## src/rtl/ppi_port_a_strobed_ctrl_pkg.sv

```systemverilog
// ppi_pkg: shared state encodings and direction constants for the PPI port A strobed controller
package ppi_pkg;
    typedef enum logic [1:0] {IN_EMPTY, IN_STROBED, IN_FULL} in_state_t;
    typedef enum logic [1:0] {OUT_EMPTY, OUT_LOADED, OUT_ACKED} out_state_t;
    localparam logic DIR_IN  = 1'b1;
    localparam logic DIR_OUT = 1'b0;
endpackage

```

## src/rtl/ppi_port_a_strobed_ctrl_edge_sync.sv

```systemverilog
// ppi_edge_sync: synchronizes an async active-low strobe and emits one-cycle fall/rise pulses
//   clk, rst_n : clock, async active-low reset
//   clr        : synchronous preset of the chain to idle-high
//   din        : async input
//   fall, rise : one-cycle edge pulses, valid SYNC_STAGES-1 edges after first sampling
module ppi_edge_sync #(
    parameter int STAGES = 2
) (
    input  logic clk,
    input  logic rst_n,
    input  logic clr,
    input  logic din,
    output logic fall,
    output logic rise
);
    logic [STAGES-1:0] sync_q;
    logic              last_q;
    always_ff @(posedge clk or negedge rst_n)
        if (!rst_n) begin
            sync_q <= '1;
            last_q <= 1'b1;
        end else if (clr) begin
            sync_q <= '1;
            last_q <= 1'b1;
        end else begin
            sync_q <= {sync_q[STAGES-2:0], din};
            last_q <= sync_q[STAGES-1];
        end
    assign fall = last_q & ~sync_q[STAGES-1];
    assign rise = ~last_q & sync_q[STAGES-1];
endmodule

```

## src/rtl/ppi_port_a_strobed_ctrl.sv

```systemverilog
// ppi_port_a_strobed_ctrl: mode-1 strobed handshake controller for PPI port A
//   CLK, RESET_bar          : clock, async active-low reset
//   cfg_wr, cfg_dir         : direction load (1 = strobed input), clears handshake state
//   inte_wr, inte_val       : interrupt enable write
//   cpu_rd, cpu_wr          : one-cycle CPU port A access strobes, cpu_wdata write data
//   cpu_rdata               : input latch contents
//   PA_in, PA_out, PA_oe    : port A pins in, output latch, drive enable
//   STB_bar, ACK_bar        : async external strobe / acknowledge
//   IBF, OBF_bar, INTR, INTE, OVR : handshake and status flags
module ppi_port_a_strobed_ctrl
    import ppi_pkg::*;
#(
    parameter int WIDTH       = 8,
    parameter int SYNC_STAGES = 2
) (
    input  logic             CLK,
    input  logic             RESET_bar,
    input  logic             cfg_wr,
    input  logic             cfg_dir,
    input  logic             inte_wr,
    input  logic             inte_val,
    input  logic             cpu_rd,
    input  logic             cpu_wr,
    input  logic [WIDTH-1:0] cpu_wdata,
    output logic [WIDTH-1:0] cpu_rdata,
    input  logic [WIDTH-1:0] PA_in,
    output logic [WIDTH-1:0] PA_out,
    output logic             PA_oe,
    input  logic             STB_bar,
    input  logic             ACK_bar,
    output logic             IBF,
    output logic             OBF_bar,
    output logic             INTR,
    output logic             INTE,
    output logic             OVR
);
    logic             dir;
    in_state_t        in_st;
    out_state_t       out_st;
    logic             rd_early;
    logic [WIDTH-1:0] in_latch;
    logic             stb_fall, stb_rise, ack_fall, ack_rise;
    logic             rd_seen;

    ppi_edge_sync #(.STAGES(SYNC_STAGES)) u_stb_sync (
        .clk(CLK), .rst_n(RESET_bar), .clr(cfg_wr), .din(STB_bar), .fall(stb_fall), .rise(stb_rise)
    );
    ppi_edge_sync #(.STAGES(SYNC_STAGES)) u_ack_sync (
        .clk(CLK), .rst_n(RESET_bar), .clr(cfg_wr), .din(ACK_bar), .fall(ack_fall), .rise(ack_rise)
    );

    assign cpu_rdata = in_latch;
    assign PA_oe     = ~dir;
    // a read anywhere in the strobe window empties the buffer and suppresses INTR on release
    assign rd_seen   = rd_early | cpu_rd;

    always_ff @(posedge CLK or negedge RESET_bar)
        if (!RESET_bar) begin
            dir      <= DIR_IN;
            in_st    <= IN_EMPTY;
            out_st   <= OUT_EMPTY;
            rd_early <= 1'b0;
            in_latch <= '0;
            PA_out   <= '0;
            IBF      <= 1'b0;
            OBF_bar  <= 1'b1;
            INTR     <= 1'b0;
            INTE     <= 1'b0;
            OVR      <= 1'b0;
        end else if (cfg_wr) begin
            dir      <= cfg_dir;
            in_st    <= IN_EMPTY;
            out_st   <= OUT_EMPTY;
            rd_early <= 1'b0;
            in_latch <= '0;
            PA_out   <= '0;
            IBF      <= 1'b0;
            OBF_bar  <= 1'b1;
            INTR     <= 1'b0;
            INTE     <= 1'b0;
            OVR      <= 1'b0;
        end else begin
            if (cpu_wr)
                PA_out <= cpu_wdata;
            if (dir == DIR_IN) begin
                if (stb_fall) begin
                    // a new strobe always wins, even over a same-cycle read
                    in_latch <= PA_in;
                    IBF      <= 1'b1;
                    OVR      <= OVR | IBF;
                    rd_early <= 1'b0;
                    in_st    <= IN_STROBED;
                end else begin
                    if (cpu_rd && in_st != IN_EMPTY) begin
                        IBF  <= 1'b0;
                        INTR <= 1'b0;
                    end
                    if (in_st == IN_FULL && cpu_rd)
                        in_st <= IN_EMPTY;
                    if (in_st == IN_STROBED) begin
                        if (cpu_rd)
                            rd_early <= 1'b1;
                        if (stb_rise) begin
                            in_st <= rd_seen ? IN_EMPTY : IN_FULL;
                            if (!rd_seen)
                                INTR <= INTE;
                        end
                    end
                end
            end else begin
                // a CPU write discards any coincident acknowledge edge
                if (cpu_wr) begin
                    OBF_bar <= 1'b0;
                    INTR    <= 1'b0;
                    out_st  <= OUT_LOADED;
                end else if (ack_fall && out_st == OUT_LOADED) begin
                    OBF_bar <= 1'b1;
                    out_st  <= OUT_ACKED;
                end else if (ack_rise && out_st == OUT_ACKED) begin
                    INTR    <= INTE;
                    out_st  <= OUT_EMPTY;
                end
            end
            if (inte_wr) begin
                INTE <= inte_val;
                if (!inte_val)
                    INTR <= 1'b0;
            end
        end
endmodule
```

## config.mk

```make
export PLATFORM = sky130hd
export DESIGN_NAME = ppi_port_a_strobed_ctrl
export DESIGN_NICKNAME = d
export VERILOG_FILES = /design/src/rtl/ppi_port_a_strobed_ctrl_pkg.sv /design/src/rtl/ppi_port_a_strobed_ctrl_edge_sync.sv /design/src/rtl/ppi_port_a_strobed_ctrl.sv
export SDC_FILE = /design/constraint.sdc
export NUM_CORES = 1
export LEC_CHECK = 0
export ABC_AREA = 0
export CAP_MARGIN = 5
export CORE_MARGIN = 3
export CORE_UTILIZATION = 28
export DETAILED_ROUTE_END_ITERATION = 8
export GPL_TIMING_DRIVEN = 1
export PLACE_DENSITY = 0.65
export SKIP_LAST_GASP = 1
export SLEW_MARGIN = 40
export SYNTH_ARGS = -nofsm -noshare
export SYNTH_HDL_FRONTEND = slang
export SYNTH_SLANG_ARGS = --single-unit
```

## constraint.sdc

```tcl
create_clock -name CLK -period 1.7 [get_ports CLK]
set_clock_uncertainty 0.1 [all_clocks]
set_input_delay 0.51 -clock CLK [delete_from_list [all_inputs] [get_ports CLK]]
set_output_delay 0.51 -clock CLK [all_outputs]
set_load 0.01 [all_outputs]
```

==> results of run 1 <==
==> sequential cells by signal, indices dropped and copies added (netlist names), 2 cells and up <==
signal	flops
in_st	2
PA_out	8
cpu_rdata	8
out_st	2
u_stb_sync.sync_q	2
u_ack_sync.sync_q	2
==> cell type report <==
type	count	area [sq um]
Fill cell	470	2710
Timing Repair Buffer	59	551
Tap cell	67	83.8
Multi-Input combinational cell	91	557
Clock buffer	8	90.1
Inverter	7	26.3
Sequential cell	33	836
==> metal layers <==
metal	track usage (%)	share of wire, %
met3	4.41	5.9
met1	15.0	49
met2	17.4	44
met5	0	0
met4	3.74	0.93
==> layout by cell type, fill, tap and decap left out, drive strengths merged, types with 6 or more instances in the layout <==
master / count
a21oi: 16
buf: 14
clkbuf: 8
clkdlybuf4s50: 24
dfrtp: 25
dfstp: 8
dlygate4sd2: 20
inv: 7
mux2i: 9
nand2: 21
nor2: 14
o21ai: 6
or2: 6
==> worst min-delay path by stage <==
stage	to	start	slack [ns]
2_1_floorplan	IBF	RESET_bar	0.11
3_3_place_gp	INTE	RESET_bar	0.35
3_5_place_dp	INTE	RESET_bar	0.35
4_1_cts	cpu_rdata[2]	RESET_bar	0.04
5_1_grt	cpu_rdata[2]	RESET_bar	0.05
6_report	cpu_rdata[1]	RESET_bar	0.04
==> power breakdown <==
part	internal [uW]	switching [uW]	leakage, uW
clock network	330	268	0.0000455
logic	133	110	0.000548
registers	824	17.9	0.000425
==> through the flow <==
stage | setup TNS (ns) | power (uW) | setup slack (ns) | hold slack (ns)
global placement | -0.199 | 1120 | -0.199 | 0.351
global route | -0.0556 | 1770 | -0.0556 | 0.0537
finish | -0.00266 | 1680 | -0.00266 | 0.0369
detailed placement | -0.228 | 1120 | -0.228 | 0.352
CTS | 0 | 1720 | 0.00595 | 0.0432
floorplan | -0.00206 | 953 | -0.00206 | 0.114
==> cells by family (layout without fill, tap and decap cells) <==
group	count (synthesis)	in the layout	share of synthesized area (%)
and+or+nand+nor	52	52	18.4
DFF	33	33	57.8
AOI/OAI and AO/OA	28	28	12.1
buffers and inverters	13	74	3.64
muxes	11	11	8.05
==> timing repair <==
action,4_1_cts,5_1_grt
setup endpoints to repair,23,2
hold buffers,0,0
endpoints found under the hold margin,0,0
pin swaps,1,0
resized for setup,25,1
==> results by group, run 1 <==
Finish
  • Post-layout net count: approximately 220
  • Final Core Density: between 40% and 50%
  • Synth-to-Final Area Change: 48.3%
  • Final Non-Filler Cells: ~270
  • Antenna Cells: 0
  • Post-Layout Inst Area: between 2000 and 2500 sq um
  • Layout cell share with drive strength beyond 1: 20.7%

Setup path
  • FF-to-FF path depth: 4
  • Worst Setup End Kind: flop
  • Worst Setup SP: u_stb_sync.sync_q[1]
  • Reg2reg setup slack: -0.003 ns
  • Crit path depth: 4
  • Delay-heaviest family, CP: flip-flops
  • Critical path required time: between 1.5 and 2 ns
  • Crit path max fanout: 2
  • Worst path max stage delay: roughly 0.53 ns
  • RR Startpoint: u_stb_sync.sync_q[1]
  • Crit path buf inv count: 1
  • Slowest cell on the critical path: dfstp_2
  • R2r endpoint: INTR
  • Crit Path Category: reg -> reg
  • Crit path to: INTR
  • Worst Setup Start Kind: flop
  • Arr. time, crit path: around 1.8 ns
  • Cells along the critical path: inv_2 -> nor4b_4 -> mux2_4 -> a2111oi_4

Clock tree
  • Post-CTS setup buffer count: 0
  • TritonCTS clock tree: built
  • Clock transition at the registers of the reported paths: about 0.070 ns
  • CTS max path bufs: 2
  • Root Driver: clkbuf_8
  • TritonCTS Sinks: 33
  • Htree depth: 2
  • Clock Latency Late Sink: ~0.28 ns
  • Cts bufs inserted: 5

Yosys
  • Syn Inst Count: between 100 and 150
  • Total number of yosys warnings: 0
  • Register area share after synthesis: between 50% and 60%
  • Top-area cell type share of the netlist area: a little over two fifths
  • Post-synth top cells: dfrtp_1 (25), nand2_1 (21), a21oi_1 (15)
  • Ys async rst share: 100%
  • Yosys reg bits: 33
  • Post-synth EDFFs: 0
  • Synth Net Count: around 160
  • Dominant cells by area after synthesis: dfrtp_1 (43%), dfstp_2 (15%), mux2i_1 (6.2%)
  • Synthesized area: about 1400 sq um
  • Synth cell types: 28
  • Most common cell in the synthesized netlist: dfrtp_1
  • Post-synthesis area per instance: 10.5 sq um
  • Synth area leader: dfrtp_1
  • Most used DFF post-synth: dfrtp_1

Die
  • Core Rows: 25
  • Core area: around 4800 sq um
  • Die outline height: between 70 and 80 um
  • I/O pin count: 48
  • Initial Utilization: between 20% and 30%
  • Width of the die: 77.8 um
  • Die footprint: about 6100 sq um

Drt
  • DR pass1 iterations: 3
  • Detail Route Antenna Nets: 0
  • Routed wire per std cell: about 12 um
  • Via density: 4.34
  • Routed WL: about 3200 um
  • DRC violations left: 0
  • Routed vias: 1151
  • Drt first-iter violations: 63

Timing
  • Clock period minus worst slack: approximately 1.7 ns
  • Tcrit/Tclk final: 100%
  • Tightest Pin Transition: 0.365 ns
  • Max Clk Rate: between 0.5 and 0.6 GHz
  • Setup violators final: 1
  • Worst setup margin: -0.00266 ns
  • Fin. max-slew vios: 0
  • Final Hold Vio Count: 0
  • Slew Limit Headroom: between 70% and 80%
  • RSZ-0062 raised after global routing: yes

Placed design
  • Area after DPL: roughly 2100 sq um
  • Dpl cells: ~260
  • Final GP Congestion: about 0.80
  • Detailed placement HPWL: roughly 2300 um
  • Port Buffers: 47

GRT
  • Global route overflow: 0
  • Vias in the first global route: approximately 1200
  • First-pass GRT wire length: 5510 um
  • Pin count of the biggest net entering global routing: 32
  • Initial antenna violation count: 0
  • GRT Util Overall: between 10% and 20%

Run status
  • Failing checks: negative setup slack
  • Status: finished, violations left

Pwr
  • Leakage Power: 0.00102 uW
  • Pwr dens: between 700 and 800 nW/um^2
  • Peak VDD IR: roughly 0.0004 V

Job
  • Max Cap Violations: 0

Min path
  • Worst Hold Class: in -> async
No activity file was read; power rests on OpenSTA's default activity.
==> run 2: changes to the inputs <==
- DONT_BUFFER_PORTS: unset -> 1
- PLACE_DENSITY: 0.65 -> 0.53
- SLEW_MARGIN: 40 -> unset
- TNS_END_PERCENT: unset -> 1
==> run 2 against run 1 <==
  * The run now ends clean
  * Hold slack improved by 0.15 ns
  * Via count decreased by 15%
  * Cell count decreased by 20%
  * Register-to-register slack improved by 0.02 ns
  * Critical path depth unchanged
  * Count of clock-buffer cells in the layout decreased by 1
  * Power increased by 2.8%
  * Sequential share of layout area increased by 11 points
  * Die area unchanged
  * Worst setup slack improved by 0.022 ns
  * Non-clock buffer count decreased by 53
  * Largest power group unchanged
==> results by group, run 2 (synthesized netlist as in run 1, its figures left out) <==
Clock tree
  • Root Driver: clkbuf_8
  • Htree depth: 2
  • TritonCTS Sinks: 33
  • Clock Latency Late Sink: approximately 0.28 ns
  • CTS resizes: 0
  • TritonCTS clock tree: built
  • Cts bufs inserted: 5
  • CTS max path bufs: 2
  • Clock transition at the registers of the reported paths: 0.07 ns

Setup path
  • Crit path buf inv count: 1
  • Worst Setup End Kind: flop
  • Crit path max fanout: 2
  • Cells along the critical path: inv_2 -> nor4b_4 -> mux2_4 -> a2111oi_4
  • Slowest cell on the critical path: dfstp_2
  • Worst path max stage delay: around 0.54 ns
  • Delay-heaviest family, CP: flip-flops
  • Arr. time, crit path: between 1.5 and 2 ns
  • Worst Setup Start Kind: flop
  • Crit Path Category: reg -> reg
  • Critical path required time: approximately 1.8 ns

Finish
  • Commonest cells after routing, fill and taps aside: dfrtp_1 (25), nand2_1 (21), a21oi_1 (15)
  • Layout cell share with drive strength beyond 1: a little under a quarter
  • Final Core Density: about a third
  • Post-Layout Inst Area: between 1500 and 2000 sq um
  • Register area: 836 sq um
  • Antenna Cells: 0
  • Most common cell after layout, fill and taps aside: dfrtp_1
  • Synth-to-Final Area Change: 16.2%
  • Fillers: approximately 500
  • Final Non-Filler Cells: 212
  • Multi-input gate area: roughly 560 sq um
  • Post-layout net count: 170

Placed design
  • Final GP Congestion: 0.807
  • Dpl cells: 199
  • Detailed placement HPWL: 2060 um
  • Area after DPL: ~1500 sq um
  • Port Buffers: 0

Die
  • Core area: about 4800 sq um
  • Die outline height: around 78 um
  • I/O pin count: 48
  • Initial Utilization: roughly 30%
  • Width of the die: slightly below 80 um
  • Die footprint: slightly above 6000 sq um
  • Core Rows: 25

Drt
  • Via density: between 4 and 5
  • Drt first-iter violations: 25
  • Detail Route Antenna Nets: 0
  • Routed wire per std cell: roughly 14 um
  • Routed WL: approximately 3000 um
  • DRC violations left: 0
  • DR pass1 iterations: 4
  • Routed vias: about 1000

GRT
  • Global route overflow: 0
  • First-pass GRT wire length: ~5200 um
  • Vias in the first global route: roughly 1100
  • Initial antenna violation count: 0
  • GRT Util Overall: between 10% and 20%
  • Pin count of the biggest net entering global routing: 35

Pwr
  • Pwr dens: a little over 1000 nW/um^2
  • Leakage Power: about 0.00074 uW
  • Peak VDD IR: approximately 0.0005 V

Timing
  • Final Hold Vio Count: 0
  • Max Clk Rate: a little under 0.6 GHz
  • Hold slack: 0.188 ns
  • Tightest Pin Transition: about 0.39 ns
  • Tcrit/Tclk final: approximately 99%
  • Setup violators final: 0
  • Fin. max-slew vios: 0
  • Clock period minus worst slack: 1.68 ns
  • RSZ-0062 raised after global routing: yes
  • Slew Limit Headroom: roughly three quarters

Run status
  • Status: complete, no violations

Min path
  • Worst Hold Class: in -> reg

Job
  • Max Cap Violations: 0
==> run 2: cell types whose count changed in the layout (fill, tap and decap cells not counted), sizes merged <==
cell / previous run / this run
clkdlybuf4s50: 24 / 0
dlygate4sd2: 20 / 0
buf: 14 / 5
bufinv: 0 / 1
clkbuf: 8 / 7
clkdlybuf4s15: 1 / 0
dlygate4sd3: 0 / 1
==> run 2: final timing paths <==
path,from,to,slack [ns],depth (start not counted)
max in group asynchronous,RESET_bar,u_stb_sync.sync_q[0],0.66,2
setup / recovery,u_stb_sync.sync_q[1],INTR,0.02,4
setup reg to reg,u_stb_sync.sync_q[1],INTR,0.02,4
min in group asynchronous,RESET_bar,IBF,0.60,2
hold reg to reg,OVR,OVR,0.46,2
hold / removal,cfg_wr,PA_out[2],0.19,1
==> run 2: timing repair <==
| action | in CTS | in global routing |
|---|---|---|
| buffers inserted | 2 | 1 |
| endpoints found under the setup margin | 1 | 1 |
| hold buffers | 2 | 0 |
| hold endpoints to repair | 33 | 0 |
| pin swaps | 0 | 1 |
==> run 2: layer usage <==
| layer | GRT usage (%) | up-vias | share of wire (%) |
|---|---|---|---|
| met3 | 5.10 | 8 | 7.3 |
| li1 | - | 467 | - |
| met4 | 5.16 | 0 | 1.6 |
| met2 | 17.0 | 36 | 48 |
| met1 | 12.5 | 473 | 43 |
| met5 | 0 | - | 0 |
==> run 2: cell type report <==
type | instances | area share (%)
timing repair buffer | 6 | 3.58
multi-input combinational | 91 | 33.2
tap | 67 | 4.99
clock inverter | 1 | 1.79
clock buffer | 7 | 5.14
sequential | 33 | 49.8
inverter | 7 | 1.56
==> run 2: where the power goes <==
part           leakage, uW  switching [uW]  internal, uW
Clock            0.0000585             279           478
Sequential        0.000425            33.2           824
Combinational     0.000253            61.4          54.2
Total             0.000736             374          1360
==> run 2: stage by stage <==
| step | setup TNS, ns | worst slack, ns | power [uW] |
|---|---|---|---|
| 2_1_floorplan | -0.00206 | -0.00206 | 953 |
| 3_3_place_gp | 0 | 0.0250 | 956 |
| 3_5_place_dp | 0 | 0.0185 | 960 |
| 4_1_cts | 0 | 0.00588 | 1750 |
| 5_1_grt | -0.103 | -0.103 | 1820 |
| 6_report | 0 | 0.0193 | 1730 |
